--- src/rtl/sel_pkg.sv ---
// -----------------------------------------------------------------------------
// sel_pkg
// Shared types and constants for the selector sequencer.
//   SEL_W       : selector width (codes 0..6 are decoded downstream, 7 is not)
//   CNT_W       : repeat-count width (count N means N+1 beats)
//   SEL_ILLEGAL : the one selector code the downstream decode does not map
//   sel_cmd_t   : one buffered command {sel, count}
//   sel_state_t : sequencer FSM state
// -----------------------------------------------------------------------------
package sel_pkg;

    localparam int SEL_W  = 3;
    localparam int CNT_W  = 4;
    localparam int DROP_W = 8;

    localparam logic [SEL_W-1:0]  SEL_ILLEGAL = 3'd7;
    localparam logic [DROP_W-1:0] DROP_MAX    = 8'hFF;

    typedef struct packed {
        logic [SEL_W-1:0] sel;
        logic [CNT_W-1:0] count;
    } sel_cmd_t;

    typedef enum logic {
        IDLE  = 1'b0,
        ISSUE = 1'b1
    } sel_state_t;

    function automatic logic sel_is_legal(input logic [SEL_W-1:0] sel);
        return sel != SEL_ILLEGAL;
    endfunction

endpackage

--- src/rtl/sel_fifo.sv ---
// -----------------------------------------------------------------------------
// sel_fifo
// Parameterised synchronous FIFO with extended pointers.
//   clock   : rising-edge clock
//   rst_n   : asynchronous active-low reset (empties the FIFO)
//   push_i  : write wdata_i at the tail (ignored when full unless pop_i)
//   wdata_i : data to write
//   pop_i   : advance the head (ignored when empty)
//   rdata_o : current head entry (valid when !empty_o)
//   full_o  : DEPTH entries held
//   empty_o : no entries held
// Pointers carry one extra bit so that full and empty are told apart by the
// MSB; they wrap modulo 2*DEPTH, which requires DEPTH to be a power of two.
// A push while full is honoured when a pop happens in the same cycle: the
// pop frees the head slot, which is exactly the slot the tail points at.
// There is no write-to-read bypass; a pushed entry shows on rdata_o the
// cycle after the write.
// -----------------------------------------------------------------------------
module sel_fifo #(
    parameter int W     = 7,
    parameter int DEPTH = 4
) (
    input  logic         clock,
    input  logic         rst_n,
    input  logic         push_i,
    input  logic [W-1:0] wdata_i,
    input  logic         pop_i,
    output logic [W-1:0] rdata_o,
    output logic         full_o,
    output logic         empty_o
);

    localparam int AW = $clog2(DEPTH);
    localparam logic [AW:0] PTR_ONE = 1;

    logic [W-1:0] mem_q [DEPTH];
    logic [AW:0]  wr_ptr_q, wr_ptr_d;
    logic [AW:0]  rd_ptr_q, rd_ptr_d;
    logic         do_push;
    logic         do_pop;

    assign empty_o = (wr_ptr_q == rd_ptr_q);
    assign full_o  = (wr_ptr_q[AW] != rd_ptr_q[AW]) &&
                     (wr_ptr_q[AW-1:0] == rd_ptr_q[AW-1:0]);

    assign do_pop  = pop_i && !empty_o;
    assign do_push = push_i && (!full_o || do_pop);

    assign rdata_o = mem_q[rd_ptr_q[AW-1:0]];

    always_comb begin
        wr_ptr_d = wr_ptr_q;
        rd_ptr_d = rd_ptr_q;
        if (do_push) begin
            wr_ptr_d = wr_ptr_q + PTR_ONE;
        end
        if (do_pop) begin
            rd_ptr_d = rd_ptr_q + PTR_ONE;
        end
    end

    always_ff @(posedge clock or negedge rst_n) begin
        if (!rst_n) begin
            wr_ptr_q <= '0;
            rd_ptr_q <= '0;
        end else begin
            wr_ptr_q <= wr_ptr_d;
            rd_ptr_q <= rd_ptr_d;
        end
    end

    // Storage needs no reset: the pointers alone decide what is visible.
    always_ff @(posedge clock) begin
        if (do_push) begin
            mem_q[wr_ptr_q[AW-1:0]] <= wdata_i;
        end
    end

endmodule

--- src/rtl/sel_sequencer.sv ---
// -----------------------------------------------------------------------------
// sel_sequencer
// Buffers selector commands and replays each selector for count+1 beats
// towards the selector-decoded register stage.
//   clock       : rising-edge clock
//   rst_n       : asynchronous active-low reset, clears everything at once
//   cmd_valid   : command offered
//   cmd_sel     : selector code of the command
//   cmd_count   : extra beats (0 -> 1 beat, 15 -> 16 beats)
//   cmd_ready   : command FIFO has room
//   sel_valid   : sel_out carries a beat
//   sel_out     : selector to the downstream stage (0 when not valid)
//   sel_ready   : downstream takes the current beat
//   busy        : FIFO non-empty or FSM not IDLE
//   err_illegal : sticky, an illegal selector was received
//   drop_cnt    : dropped illegal commands, saturating at 255
//   dbg_state   : current FSM state
//
// Handshakes: a transfer happens on a rising edge where valid && ready.
// valid never depends on ready; once sel_valid is high it and sel_out stay
// stable until the beat is taken. cmd_ready comes only from FIFO occupancy,
// so a full FIFO refuses even illegal commands until space frees up.
// -----------------------------------------------------------------------------
module sel_sequencer
    import sel_pkg::*;
#(
    parameter int DEPTH = 4
) (
    input  logic              clock,
    input  logic              rst_n,
    input  logic              cmd_valid,
    input  logic [SEL_W-1:0]  cmd_sel,
    input  logic [CNT_W-1:0]  cmd_count,
    output logic              cmd_ready,
    output logic              sel_valid,
    output logic [SEL_W-1:0]  sel_out,
    input  logic              sel_ready,
    output logic              busy,
    output logic              err_illegal,
    output logic [DROP_W-1:0] drop_cnt,
    output sel_state_t        dbg_state
);

    sel_state_t        state_q, state_d;
    logic [SEL_W-1:0]  cur_sel_q, cur_sel_d;
    logic [CNT_W-1:0]  cur_cnt_q, cur_cnt_d;
    logic              err_q, err_d;
    logic [DROP_W-1:0] drop_q, drop_d;

    sel_cmd_t push_cmd;
    sel_cmd_t head_cmd;
    logic     fifo_full;
    logic     fifo_empty;
    logic     fifo_push;
    logic     fifo_pop;
    logic     cmd_fire;
    logic     cmd_drop;

    // Input side: illegal codes are taken off the bus but never stored.
    assign cmd_ready = !fifo_full;
    assign cmd_fire  = cmd_valid && cmd_ready;
    assign fifo_push = cmd_fire && sel_is_legal(cmd_sel);
    assign cmd_drop  = cmd_fire && !sel_is_legal(cmd_sel);
    assign push_cmd  = '{sel: cmd_sel, count: cmd_count};

    sel_fifo #(
        .W     ($bits(sel_cmd_t)),
        .DEPTH (DEPTH)
    ) u_fifo (
        .clock   (clock),
        .rst_n   (rst_n),
        .push_i  (fifo_push),
        .wdata_i (push_cmd),
        .pop_i   (fifo_pop),
        .rdata_o (head_cmd),
        .full_o  (fifo_full),
        .empty_o (fifo_empty)
    );

    // Sequencer FSM. The "next command" decision is folded into the last
    // beat of ISSUE: when that beat is taken and the FIFO has an entry, the
    // head is loaded on the same edge so beats continue without a bubble.
    always_comb begin
        state_d   = state_q;
        cur_sel_d = cur_sel_q;
        cur_cnt_d = cur_cnt_q;
        fifo_pop  = 1'b0;
        unique case (state_q)
            IDLE: begin
                if (!fifo_empty) begin
                    fifo_pop  = 1'b1;
                    cur_sel_d = head_cmd.sel;
                    cur_cnt_d = head_cmd.count;
                    state_d   = ISSUE;
                end
            end
            ISSUE: begin
                if (sel_ready) begin
                    if (cur_cnt_q == '0) begin
                        if (!fifo_empty) begin
                            fifo_pop  = 1'b1;
                            cur_sel_d = head_cmd.sel;
                            cur_cnt_d = head_cmd.count;
                        end else begin
                            state_d = IDLE;
                        end
                    end else begin
                        cur_cnt_d = cur_cnt_q - 1'b1;
                    end
                end
            end
            default: begin
                state_d = IDLE;
            end
        endcase
    end

    always_ff @(posedge clock or negedge rst_n) begin
        if (!rst_n) begin
            state_q   <= IDLE;
            cur_sel_q <= '0;
            cur_cnt_q <= '0;
        end else begin
            state_q   <= state_d;
            cur_sel_q <= cur_sel_d;
            cur_cnt_q <= cur_cnt_d;
        end
    end

    // Statistics for dropped illegal commands.
    always_comb begin
        err_d  = err_q;
        drop_d = drop_q;
        if (cmd_drop) begin
            err_d = 1'b1;
            if (drop_q != DROP_MAX) begin
                drop_d = drop_q + 1'b1;
            end
        end
    end

    always_ff @(posedge clock or negedge rst_n) begin
        if (!rst_n) begin
            err_q  <= 1'b0;
            drop_q <= '0;
        end else begin
            err_q  <= err_d;
            drop_q <= drop_d;
        end
    end

    assign sel_valid   = (state_q == ISSUE);
    assign sel_out     = sel_valid ? cur_sel_q : '0;
    assign busy        = !fifo_empty || (state_q != IDLE);
    assign err_illegal = err_q;
    assign drop_cnt    = drop_q;
    assign dbg_state   = state_q;

endmodule

--- config.mk ---
export PLATFORM = sky130hd
export DESIGN_NAME = sel_sequencer
export DESIGN_NICKNAME = d
export VERILOG_FILES = /design/src/rtl/sel_pkg.sv /design/src/rtl/sel_fifo.sv /design/src/rtl/sel_sequencer.sv
export SDC_FILE = /design/constraint.sdc
export NUM_CORES = 1
export LEC_CHECK = 0
export ABC_AREA = 1
export ABC_CLOCK_PERIOD_IN_PS = 1820
export CELL_PAD_IN_SITES_DETAIL_PLACEMENT = 0
export CELL_PAD_IN_SITES_GLOBAL_PLACEMENT = 2
export CORE_MARGIN = 2
export CORE_UTILIZATION = 36
export CTS_BUF_LIST = sky130_fd_sc_hd__clkbuf_4
export DETAILED_ROUTE_END_ITERATION = 8
export GPL_TIMING_DRIVEN = 0
export PLACE_DENSITY = 0.81
export SETUP_SLACK_MARGIN = 0.05
export SLEW_MARGIN = 20
export SYNTH_ARGS = -nofsm -noshare
export SYNTH_HDL_FRONTEND = slang
export SYNTH_SLANG_ARGS = --single-unit
--- constraint.sdc ---
create_clock -name clock -period 1.82 [get_ports clock]
set_input_delay 0.273 -clock clock [delete_from_list [all_inputs] [get_ports clock]]
set_output_delay 0.273 -clock clock [all_outputs]
set_load 0.03 [all_outputs]
After elaboration in Yosys (flattened, before gate mapping)
Memories as Yosys holds them, arrays and structs flattened.
Index checks and enable logic that the tools add are counted.
{"block": "totals", "input_bits": 11, "output_inout_bits": 16, "register_bits": 23, "ram_bits": 28, "mem_count": 1, "word_cells": 52}
{"memory": "u_fifo.mem_q", "depth": 4, "word_bits": 7, "rd": 1, "rd_clocked_by_memory_dff": 0, "wr": 1, "line": "sel_fifo.sv:36", "text": "logic [W-1:0] mem_q [DEPTH];"}
{"block": "classes", "n_mux": 18, "n_reduce_logical": 14, "n_bitwise": 1, "eq_ne": 7, "n_addsub": 4}
{"operator": "$mux 3", "count": 4}
{"operator": "$mux 4", "count": 3}
{"operator": "$add 8x1->8 const B", "count": 1}
{"operator": "$ne 8x8->1 const B", "count": 1}
{"operator": "$pmux 4 s2", "count": 1}
{"operator": "$mux 1", "count": 7}
{"operator": "$add 3x1->3 const B", "count": 2}
{"operator": "$logic_and 1x1->1", "count": 6}
{"operator": "$pmux 3 s2", "count": 1}
{"operator": "$logic_not 4->1", "count": 1}
{"operator": "$pmux 1 s2", "count": 2}
{"operator": "$reduce_and 2->1", "count": 2}
{"operator": "$sub 4x1->4 const B", "count": 1}
{"operator": "$eq 3x3->1", "count": 1}
{"operator": "$logic_not 1->1", "count": 3}
{"operator": "$ne 3x3->1 const B", "count": 1}
{"operator": "$eq 2x2->1", "count": 1}
{"operator": "$logic_or 1x1->1", "count": 2}
{"operator": "$ne 2x1->1 const B", "count": 1}
{"operator": "$ne 2x2->1 const B", "count": 1}
{"operator": "$ne 1x1->1", "count": 1}
{"operator": "$not 1->1", "count": 1}

Longest topological paths before layout
Gate-level depths: netlist of run 1.
{"block": "logic_depth", "word_depth": 10, "ltp_mapped": 11}

By module
A second synthesis of run 1 with hierarchy kept.
{"block": "unflattened", "hier_cells": 280, "hier_area_um2": 2563.7}
{"module": "sel_fifo", "area_each_um2": 1503.9, "cells_per_inst": 127, "instances": 1}
{"module": "sel_sequencer", "area_each_um2": 1059.8, "cells_per_inst": 153, "instances": 1}

Worst setup path after synthesis of run 1
No wires, ideal clock.
{"block": "synth_timing", "path_type": "reg2reg", "start": "register u_fifo.rd_ptr_q[0]", "end": "memory u_fifo.mem_q[2][0], enable pin", "required_time_ps": 1460, "stages_incl_launch_ff": 7, "arrival_time_ps": 1361, "n_path_buf": 1, "synth_period_minus_slack_ps": 1721, "setup_slack_ps": 99, "cell_sequence": "dfrtp_1 > buf_4 > nand2_1 > nand2_1 > nand3_4 > nand3_4 > nor2_1"}
{"item": "from (decl)", "line": "sel_fifo.sv:38", "text": "logic [AW:0] rd_ptr_q, rd_ptr_d;"}
{"item": "from (signal assigned)", "line": "sel_fifo.sv:68", "text": "rd_ptr_q <= rd_ptr_d;"}
{"item": "$eq 2x2->1 *", "line": "sel_fifo.sv:44", "text": "(wr_ptr_q[AW-1:0] == rd_ptr_q[AW-1:0]);"}
{"item": "$logic_and 1x1->1 *", "line": "sel_fifo.sv:43", "text": "assign full_o = (wr_ptr_q[AW] != rd_ptr_q[AW]) &&"}
{"item": "$logic_not 1->1 *", "line": "sel_sequencer.sv:60", "text": "assign cmd_ready = !fifo_full;"}
{"item": "named net cmd_ready", "line": "sel_sequencer.sv:34", "text": "output logic cmd_ready,"}
{"item": "$logic_and 1x1->1", "line": "sel_sequencer.sv:61", "text": "assign cmd_fire = cmd_valid && cmd_ready;"}
{"item": "$logic_and 1x1->1", "line": "sel_sequencer.sv:62", "text": "assign fifo_push = cmd_fire && sel_is_legal(cmd_sel);"}
{"item": "$logic_and 1x1->1 *", "line": "sel_fifo.sv:47", "text": "assign do_push = push_i && (!full_o || do_pop);"}
{"item": "$mux 1 *", "line": "sel_fifo.sv:74", "text": "if (do_push) begin"}
{"item": "$mux 1 (not written as such) *", "line": "sel_fifo.sv:75", "text": "mem_q[wr_ptr_q[AW-1:0]] <= wdata_i;"}
{"item": "to (decl)", "line": "sel_fifo.sv:36"}
Mark *: on every way through the listed nets, which the timed path passes. The rest lies on a longest branch.

Final worst setup path of run 1
{"block": "layout_timing", "start": "register u_fifo.rd_ptr_q[0]", "end": "output busy"}
{"block": "layout_via", "elab_chain_cells": 3}
{"item": "$eq 3x3->1", "line": "sel_fifo.sv:42", "text": "assign empty_o = (wr_ptr_q == rd_ptr_q);"}
{"item": "$logic_not 1->1", "line": "sel_sequencer.sv:154", "text": "assign busy = !fifo_empty || (state_q != IDLE);"}
{"item": "$logic_or 1x1->1", "line": "sel_sequencer.sv:154"}
{"item": "to (decl)", "line": "sel_sequencer.sv:38", "text": "output logic busy,"}
No other way between the ends.

==> results.json, run 1 <==
{
  "outcome": "finished clean",
  "grt_pass1_wl_um": 8490,
  "clk_pin_slew_worst_paths_ns": 0.16,
  "grt_antenna_before_repair": 0,
  "yosys-top-cells-area": "edfxtp_1 33%, dfrtp_1 22%, nand2_1 14%, inv_1 5.7%, nand3_1 5.5%",
  "syn_area_per_cell_um2": 9.19,
  "synthesis.area_um2": 2560,
  "yosys.area.top_type": "edfxtp_1",
  "fin_skew_ns": 0.0126,
  "drv_cap": 0,
  "yosysMostFrequentCell": "nand2_1",
  "fin_ws_ns": 0.0897,
  "cts_buffer_depth": 2,
  "synth_top_area_frac": 0.328,
  "p_total_mw": 4.45,
  "synth_top_family_by_area": "simple AND/OR/NAND/NOR gates",
  "io_pins": 27,
  "drive_gt1_frac": 0.203,
  "grt_pass1_vias": 1769,
  "tightest_slew_ns": 0.544,
  "pre_cts_ws_ns": -0.398,
  "grt-ovfl-total": 0,
  "synth_xor_area_frac": 0.0273,
  "gp_congestion": 0.734,
  "r2r_setup_slack_ns": 0.22,
  "cts_made_buffers": 5,
  "synth-simple-area-share": 0.280,
  "synthArstFlopShare": 0.451,
  "synth-main-ff-cell": "edfxtp_1",
  "synth-edff-count": 28,
  "critPathKind": "reg -> out",
  "final_util": 0.473,
  "synth_seq_area_share": 0.552,
  "finalHoldWorstSlack_ns": 0.412,
  "setup-tns-final_ns": 0,
  "wl_per_cell_um": 12.0,
  "clock-root-buffer": "clkbuf_4",
  "synth_fa_ha_area_frac": 0.0390,
  "rsz0062_at_grt": "yes",
  "synthMuxAreaShare": 0,
  "ir_drop_mv": 0.598,
  "power.internal_mw": 2.58,
  "ys_top_cells_by_count": "94 x nand2_1, 39 x inv_1, 28 x edfxtp_1, 28 x nand3_1, 23 x dfrtp_1",
  "slew_viol_final": 0,
  "comb_power_share": 0.497,
  "dpl_cell_area_um2": 2940,
  "rows": 30,
  "slew-limit-headroom": 0.638,
  "drt_first_iter_violations": 62,
  "syn_to_final_growth_pct": 25.9,
  "die_area_um2": 7820,
  "ys_types": 26,
  "vias": 1884,
  "worst_ep_arrival_time_ns": 1.46,
  "seq_area_um2": 1420,
  "synthCells": 279,
  "endpoint_kind": "output port",
  "cts.sinks": 51,
  "multi_input_area_um2": 1010,
  "setup_violations": 0,
  "worstSkewPairLatency_ns": 0.37,
  "die_y_um": 88.4,
  "p_leak_nw": 1.55,
  "ys_seq_elements": 51,
  "hold_violations": 0,
  "num_antenna_cells": 0,
  "path_max_fanout": 4,
  "grt_max_degree": 24,
  "cp.required_ns": 1.55,
  "p_sw_frac": 0.421,
  "firstDrtPassIters": 4,
  "max_freq_mhz": 578,
  "hp-class": "in -> async",
  "io_buffer_count": 26,
  "wirelength_um": 5190,
  "placeableCoreArea_um2": 6830,
  "finish.instance_area_um2": 3230,
  "synthesis.nets": 298,
  "yosys_warnings": 0,
  "layout.nets": 353,
  "cts_tree": "done",
  "period_share": 0.951,
  "drtAntennaViolNets": 0,
  "track_usage": 0.145,
  "synth_compound_area_frac": 0.0268,
  "startpoint_type": "flip-flop",
  "layout_min_cycle_time_ns": 1.73,
  "power_density_nw_per_um2": 1380,
  "die_w_um": 88.4,
  "routed_via_density": 4.37,
  "power_frac_seq": 0.381,
  "drc": 0,
  "n_fill_cell": 710,
  "cts_htree_levels": 2,
  "layoutNonFillerInstCount": 431,
  "dp_cells": 401,
  "switchingPower_mw": 1.87,
  "place_hpwl_um": 3630,
  "initial_core_util": 0.375,
  "power_frac_clock": 0.122
}
-- layout by cell type (no fill, tap or decap), drive strengths merged, types with 3 or more instances in the layout --
cell type / instances
clkdlybuf4s50: 9
dfrtp: 23
nor2: 19
inv: 43
ha: 8
xor2: 5
edfxtp: 28
o21ai: 9
buf: 29
nand3: 33
o22ai: 3
dlygate4sd2: 9
xnor2: 3
clkbuf: 7
nand2: 97
-- power groups by stage --
stage          sequential, mW  clock, mW  combinational, mW
2_1_floorplan            1.76          0               1.20
3_3_place_gp             1.74          0               1.74
3_5_place_dp             1.74          0               1.75
4_1_cts                  1.70      0.567               2.00
5_1_grt                  1.74      0.614               2.47
6_report                 1.70      0.542               2.22
-- state kept, by name, indices dropped and copies added, names as in the netlist --
register         count
u_fifo.mem_q        28
drop_cnt             8
cur_cnt_q            4
cur_sel_q            3
u_fifo.rd_ptr_q      3
u_fifo.wr_ptr_q      3
dbg_state            1
err_illegal          1
-- critical path, stage by stage (launching register included) --
cell	delay, ns
dfrtp_1	0.42
buf_6	0.14
inv_4	0.05
nand2_4	0.04
nand2_4	0.08
nand2_4	0.06
nor2_4	0.10
nand2_2	0.06
buf_6	0.13
-- kinds of logic after synthesis --
logic type      Yosys count
flops                    51
xor+xnor                  8
compound gates           13
buf+inv                  47
fa+ha+maj                 8
simple gates            152
-- worst paths after layout --
path                                    start                  to  depth (start not counted)
max in group asynchronous               rst_n  u_fifo.rd_ptr_q[1]                          2
max reg2reg                u_fifo.wr_ptr_q[2]  u_fifo.mem_q[3][3]                          6
min in group clock                err_illegal         err_illegal                          2
min reg2reg                       err_illegal         err_illegal                          2
max                        u_fifo.rd_ptr_q[0]                busy                          8
min                                     rst_n         drop_cnt[4]                          2
-- final cells by class --
type / count / share of cell area
plain buffers: 5 / 0.0105
clock buffers: 5 / 0.0116
inverters: 42 / 0.0519
repair buffers: 48 / 0.128
well taps: 96 / 0.0372
clock inverters: 3 / 0.00814
flip-flops and latches: 51 / 0.439
multi-input cells: 181 / 0.314
-- timing repair --
item / in CTS / in global routing
buffers inserted: 11 / 10
gates cloned: 0 / 0
hold buffers: 1 / 0
pin swaps: 3 / 4
setup endpoints to repair: 42 / 29
endpoints found under the hold margin: 23 / 0
resized for setup: 41 / 18
-- layer usage --
layer  part of all wire  GRT usage
met5                  0          0
met1               0.48      0.195
met2               0.48      0.234
met4              0.017     0.0482
met3              0.024     0.0280
(Power assumes the default switching activity.)
==> inputs of run 2 (changes only) <==
--- a/config.mk
+++ b/config.mk
@@ -10,11 +10,10 @@
 export CELL_PAD_IN_SITES_DETAIL_PLACEMENT = 0
 export CELL_PAD_IN_SITES_GLOBAL_PLACEMENT = 2
 export CORE_MARGIN = 2
-export CORE_UTILIZATION = 36
-export CTS_BUF_LIST = sky130_fd_sc_hd__clkbuf_4
+export CORE_UTILIZATION = 35
 export DETAILED_ROUTE_END_ITERATION = 8
 export GPL_TIMING_DRIVEN = 0
-export PLACE_DENSITY = 0.81
+export PLACE_DENSITY = 0.79
 export SETUP_SLACK_MARGIN = 0.05
 export SLEW_MARGIN = 20
 export SYNTH_ARGS = -nofsm -noshare
==> run 2 against run 1 <==
Against the previous run:
- via count shrank 4.0%
- sequential power is essentially flat
- clock-buffer cell count grew 1
- first-iteration DRC count grew 32%
- clock power grew 16%
- final area shrank 1.7%
- power shrank 2.9%
- hold slack gained 0.064 ns
- combinational power shrank 10%
==> results.json, run 2 (synthesis results as in run 1) <==
{
  "outcome": "finished clean",
  "ir_drop_mv": 0.510,
  "wl_per_cell_um": 12.4,
  "cp_cell_sequence": "inv_4, nand2_2, nand2_4, nand2_2, nor2_4, nand2_2, buf_6",
  "slew-limit-headroom": 0.635,
  "drive_gt1_frac": 0.152,
  "worstSkewPairLatency_ns": 0.30,
  "path_max_fanout": 10,
  "tightest_slew_ns": 0.547,
  "vias": 1808,
  "syn_to_final_growth_pct": 23.8,
  "setup_violations": 0,
  "critPathKind": "reg -> out",
  "worst_ep_arrival_time_ns": 1.46,
  "max_freq_mhz": 578,
  "layout_commonest_cell": "nand2_1",
  "slowest_delay_ns": 0.47,
  "hold_violations": 0,
  "drv_cap": 0,
  "grt-ovfl-total": 0,
  "endpoint_kind": "output port",
  "drt_first_iter_violations": 82,
  "switchingPower_mw": 1.79,
  "firstDrtPassIters": 4,
  "layout.nets": 340,
  "period_share": 0.950,
  "startpoint_type": "flip-flop",
  "cts_tree": "done",
  "clk_pin_slew_worst_paths_ns": 0.09,
  "comb_power_share": 0.460,
  "slew_viol_final": 0,
  "place_hpwl_um": 3620,
  "layout_common_cells": "90 x nand2_1, 38 x inv_1, 28 x nand3_1, 28 x edfxtp_1, 22 x dfrtp_1",
  "hp-class": "in -> async",
  "die_area_um2": 8030,
  "p_sw_frac": 0.415,
  "io_buffer_count": 26,
  "die_w_um": 89.6,
  "critPathMostFrequentCell": "nand2_2",
  "cp_slowest_cell": "dfrtp_2",
  "critPathBufInv": 2,
  "p_total_mw": 4.32,
  "largest_reg_flops": 28,
  "layout_min_cycle_time_ns": 1.73,
  "drtAntennaViolNets": 0,
  "die_y_um": 89.6,
  "rsz0062_at_grt": "yes",
  "path_delay_family": "flip-flops",
  "cts.sinks": 51,
  "cp.required_ns": 1.55,
  "initial_core_util": 0.357,
  "cts_buffer_depth": 2,
  "cts_made_buffers": 5,
  "io_pins": 27,
  "finalHoldWorstSlack_ns": 0.476,
  "grt_pass1_vias": 1736,
  "fin_skew_ns": 0.00766,
  "placeableCoreArea_um2": 7180,
  "cts_htree_levels": 2,
  "power_frac_seq": 0.394,
  "num_antenna_cells": 0,
  "dpl_cell_area_um2": 2940,
  "p_leak_nw": 1.49,
  "gp_congestion": 0.794,
  "grt_antenna_before_repair": 0,
  "grt_max_degree": 24,
  "power_frac_clock": 0.146,
  "power.internal_mw": 2.53,
  "track_usage": 0.143,
  "wirelength_um": 5210,
  "power_density_nw_per_um2": 1360,
  "rows": 31,
  "routed_via_density": 4.29,
  "drc": 0,
  "clock-root-buffer": "clkbuf_8",
  "finish.instance_area_um2": 3170,
  "grt_pass1_wl_um": 8490
}
[run 2: cell types whose count changed in the layout (fill, tap and decap cells not counted), moves of 3 or more]
cell	before	now
buf_4	21	9
clkdlybuf4s50_1	9	17
dlygate4sd2_1	9	3
clkbuf_4	5	0
clkbuf_8	0	5
inv_1	35	38
inv_2	4	1
[run 2: worst paths after layout]
kind                                    start  slack (ns)  depth (start not counted)                 end
max                        u_fifo.rd_ptr_q[1]        0.09                          7                busy
min                                     rst_n        0.48                          2        cur_cnt_q[3]
max reg2reg                u_fifo.rd_ptr_q[2]        0.24                          6  u_fifo.mem_q[0][4]
min reg2reg                       err_illegal        0.48                          2         err_illegal
max in group asynchronous               rst_n        0.95                          2  u_fifo.rd_ptr_q[1]
min in group clock                err_illegal        0.48                          2         err_illegal
[run 2: worst reg2reg max path, stage by stage, from the launching register on]
cell and delay (ns):
dfrtp_1 0.41, inv_1 0.08, nand2_1 0.06, nand2_1 0.12, nand3_4 0.14, nand3_4 0.17, nor2_4 0.28
[run 2: per-layer routing]
layer  up-vias  global-route usage  share of wire
li1        969                   -              -
met5         -                   0              0
met1       822               0.187           0.47
met2        12               0.241           0.50
met3         5              0.0256          0.016
met4         0              0.0488          0.012
[run 2: power by group through the flow]
stage,clock network [mW],logic (mW),registers (mW)
after CTS,0.665,1.85,1.72
final,0.631,1.99,1.70
after floorplan,0,1.20,1.76
after global placement,0,1.76,1.73
after global routing,0.705,2.26,1.74
after detailed placement,0,1.77,1.74
[run 2: layout make-up]
class                   count  area (um2)
multi-input cells         181        1010
fillers                   714        4000
well taps                  99         124
clock inverters             2        12.5
plain buffers               5        33.8
clock buffers               6        72.6
flip-flops and latches     51        1420
repair buffers             35         340
inverters                  42         165
[run 2: timing repair]
action,in CTS,in global routing
hold buffers,1,0
setup endpoints to repair,34,38
buffers inserted,2,6
pin swaps,2,4
resized for setup,25,13
hold endpoints to repair,23,0
[run 2: per-stage QoR]
step                worst slack (ns)  setup TNS, ns   util  cells
finish                        0.0908              0  0.442    421
global route                  0.0265              0  0.442    421
CTS                          -0.0948        -0.0948  0.429    415
detailed placement            -0.419          -9.34  0.410    404
global placement              -0.397          -8.92  0.411    404
floorplan                     0.0987              0      -    279
